[config.mk]
export PLATFORM = sky130hd
export DESIGN_NAME = prbs_predictor
export DESIGN_NICKNAME = d
export VERILOG_FILES = /design/src/rtl/prbs_pkg.sv /design/src/rtl/prbs_predictor.sv
export SDC_FILE = /design/constraint.sdc
export NUM_CORES = 1
export LEC_CHECK = 0
export BUFFER_PORTS_ARGS = -buffer_cell sky130_fd_sc_hd__buf_2
export CAP_MARGIN = 40
export CORE_MARGIN = 2
export CORE_UTILIZATION = 39
export CTS_BUF_LIST = sky130_fd_sc_hd__clkbuf_4
export DETAILED_ROUTE_END_ITERATION = 16
export MAX_ROUTING_LAYER = met4
export PLACE_DENSITY = 0.6
export SYNTH_ARGS = -nofsm -noshare
export SYNTH_HDL_FRONTEND = slang
export SYNTH_SLANG_ARGS = --single-unit
[constraint.sdc]
create_clock -name clk -period 1.25 [get_ports clk]
set_clock_uncertainty 0.1 [all_clocks]
set_input_delay 0.0625 -clock clk [delete_from_list [all_inputs] [get_ports clk]]
set_output_delay 0.0625 -clock clk [all_outputs]
set_load 0.02 [all_outputs]
[src/rtl/prbs_pkg.sv]
// Shared constants for the PRBS17 checker: state encoding and default LFSR geometry.
package prbs_pkg;

    localparam int DEF_LFSR_W = 17;
    localparam int DEF_TAP_HI = 17;
    localparam int DEF_TAP_LO = 14;

    typedef enum logic [1:0] {
        SEED    = 2'd0,
        CHECK   = 2'd1,
        LOCKED  = 2'd2,
        ILLEGAL = 2'd3
    } state_t;

endpackage

[src/rtl/prbs_predictor.sv]
// Local LFSR for the PRBS17 checker: loads received bits while seeding, self-advances afterwards.
module prbs_predictor
    import prbs_pkg::*;
#(
    parameter int LFSR_W = DEF_LFSR_W,
    parameter int TAP_HI = DEF_TAP_HI,
    parameter int TAP_LO = DEF_TAP_LO
) (
    input  logic clk,
    input  logic reset,
    input  logic en,
    input  logic load,
    input  logic din,
    output logic p,
    output logic load_zero
);

    logic [LFSR_W-1:0] lfsr;
    logic [LFSR_W-1:0] load_nx;

    assign load_nx   = {lfsr[LFSR_W-2:0], din};
    assign p         = lfsr[TAP_HI-1] ^ lfsr[TAP_LO-1];
    // Flags a seed that would leave the register stuck at zero.
    assign load_zero = ~|load_nx;

    always_ff @(posedge clk or posedge reset) begin
        if (reset)
            lfsr <= '0;
        else if (en)
            lfsr <= load ? load_nx : {lfsr[LFSR_W-2:0], p};
    end

endmodule

==> summary.md <==
| Metric | Value |
|---|---|
| Status | finished, violations left |
| Top cells by area, synth | dfrtp_1, mux2_4, mux2_2, nor4_2, buf_6 |
| Hold path endpoint | lfsr[0]$_DFFE_PP0P_ |
| Hold path depth | 3 |
| YS warnings | 0 |
| Relative slew slack | 0.850 |
| Util after Layout | 0.550 |
| Final ANT Viol Nets | 0 |
| Largest register FFs | 17 |
| RSZ-0062 raised after global routing | true |
| Post-Syn Area | 741 sq um |
| 1st-iter DRT viols | 0 |
| Yosys top cell area share | 0.574 |
| Synth Instances | 48 |
| TritonCTS Buffers | 3 |
| Syn_nets | 53 |
| VDD IR max | 0.00128 V |
| Layout cells sized above 1 | 0.614 |
| Drt pass-1 iters | 1 |
| Worst slack, placed | -138 ps |
| Via density | 4.48 |
| Clk slew on worst S/H paths | 90 ps |
| Fin crit share | 1.31 |
| # rows | 15 |
| Initial Util | 0.420 |
| CTS Buffer Depth | 2 |
| Slew Limit Fails | 0 |
| WP data arrival | about 1500 ps |
| Total power | 2.19 mW |
| Critical path cell sequence | nor4_2 -> nand4_1 -> nor4_4 -> buf_4 |
| Crit end category | output pin |
| CP max FO | 2 |
| Clock Latency Late Sink | 280 ps |
| Reg2Reg Setup Slack | ~180 ps |
| WHS | 17.1 ps |
| CP max stage delay | 390 ps |
| Detailed Place HPWL | 814 um |
| Antenna diodes | 0 |
| Final WL | 1180 um |
| Core area | 1760 sq um |
| Cell Area, Placed | 883 sq um |
| Via count | 426 |
| Leak Pwr | between 0.4 and 0.5 nW |
| Ports | 7 |
| Startpoint Class | flip-flop |
| Failing checks | negative setup slack |
| Register area share after synthesis | 0.574 |
| CP required | 1090 ps |
| Reg-to-Reg End | lfsr[0]$_DFFE_PP0P_ |
| Cell variety after synth | 12 |
| Max Cap Violations | 0 |
| Post-synth top area cell | dfrtp_1 |
| WL per Instance | between 10 and 15 um |
| R2R Path Start | lfsr[13]$_DFFE_PP0P_ |
| Die H | approximately 48 um |
| Worst-margin pin slew | around 220 ps |
| Fin crit period | 1640 ps |
| Clock sink total | 17 |
| Final Hold Viols | 0 |
| GR Overflow Total | 0 |
| CTS tree | done |
| I/O Buffers | 6 |
| # DRC | 0 |
| Number of global-route vias before repair | 440 |
| Fin worst setup slack | -385 ps |
| Root buffer cell | clkbuf_4 |
| Max frequency | between 600 and 700 MHz |
| Area grow syn2layout | 30.9% |
| Die area | 2260 sq um |
| Largest Register | lfsr |
| HP Class | in2reg |
| Top Registers | lfsr (17) |
| First-pass GRT wire length | 1990 um |
| Slowest stage cell, crit path | dfrtp_1 |
| Initial antenna violation count | 0 |
| Final net count | 76 |
| Reg2reg path depth | 4 |
| Die W | 47.6 um |
| GPL Wtd Cong | around 0.72 |
| Syn Area/Cell | 15.4 sq um |
| Hold Startpoint | din |
| Largest net degree at the start of global routing | 19 |
| Final instance area | 970 sq um |
| Final setup violation count | 2 |
| Yosys reg bits | 17 |
| Crit. Startpoint | lfsr[3]$_DFFE_PP0P_ |
| H-tree depth | 1 |
| Setup CP Type | reg2out |
| PD cells | around 2300 nW/um^2 |
| Gr usage total | 0.144 |
## report_power, final
part	internal, mW	switching (mW)
Combinational	0.572	0.269
Clock	0.146	0.157
Sequential	0.810	0.233
## synth_stat cells, drive strengths merged
cell   instances
buf            2
dfrtp         17
inv            3
mux2          16
nand4          1
nor2           2
nor4           4
o21ai          1
o22ai          1
xor2           1
## worst max-delay path by stage
stage | cells after the start | slack (ps) | endpoint
after floorplan | 3 | 6 | load_zero
after global placement | 4 | -140 | load_zero
after detailed placement | 4 | -140 | load_zero
after CTS | 4 | -420 | load_zero
after global routing | 4 | -510 | load_zero
final | 4 | -390 | load_zero
## logic make-up (layout without fill, tap and decap cells)
kind of cell / count (synthesis) / in the layout / synth area share
buffers and inverters: 5 / 27 / 0.0456
DFF: 17 / 17 / 0.574
xor gates and xnor gates: 1 / 1 / 0.0118
muxes: 16 / 16 / 0.284
and+or+nand+nor: 7 / 7 / 0.0693
AOI/OAI and AO/OA: 2 / 2 / 0.0152
## cells in the final DEF (no fill, tap or decap), drive strengths merged
cell / Yosys / layout
clkbuf: 0 / 4
xor2: 1 / 1
mux2: 16 / 16
nand4: 1 / 1
o21ai: 1 / 1
nor2: 2 / 2
nor4: 4 / 4
buf: 2 / 18
inv: 3 / 3
dfrtp: 17 / 17
dlygate4sd3: 0 / 2
o22ai: 1 / 1
## stage by stage
step                      TNS [ps]  cells
final                         -443     95
after CTS                     -495     95
after global routing          -623     95
after floorplan                  0     48
after detailed placement      -138     88
after global placement        -142     88
## worst max-delay path, delay by kind of cell, from the launching register on
family / cells / cell delay (ps)
buffers and inverters: 1 / 180
DFF: 1 / 390
and+or+nand+nor: 3 / 620
## per-layer routing
| layer | track usage | part of all wire |
|---|---|---|
| met5 | - | 0 |
| met4 | 0.0811 | 0.014 |
| met3 | 0.0679 | 0.045 |
| met2 | 0.192 | 0.42 |
| met1 | 0.180 | 0.52 |
## layout make-up
type	instances	area, sq um
Clock buffer	4	30.0
Fill cell	161	795
Inverter	3	11.3
Multi-Input combinational cell	26	310
Sequential cell	17	425
Tap cell	25	31.3
Timing Repair Buffer	20	161
## what timing repair did
item                                   in CTS  in global routing
pin swaps                                   1                  1
hold buffers                                2                  0
setup endpoints to repair                   2                  2
gates resized for setup                     5                  1
setup buffers                               1                  0
endpoints found under the hold margin      18                  0
Note: power is estimated with default switching activity, not from simulation.
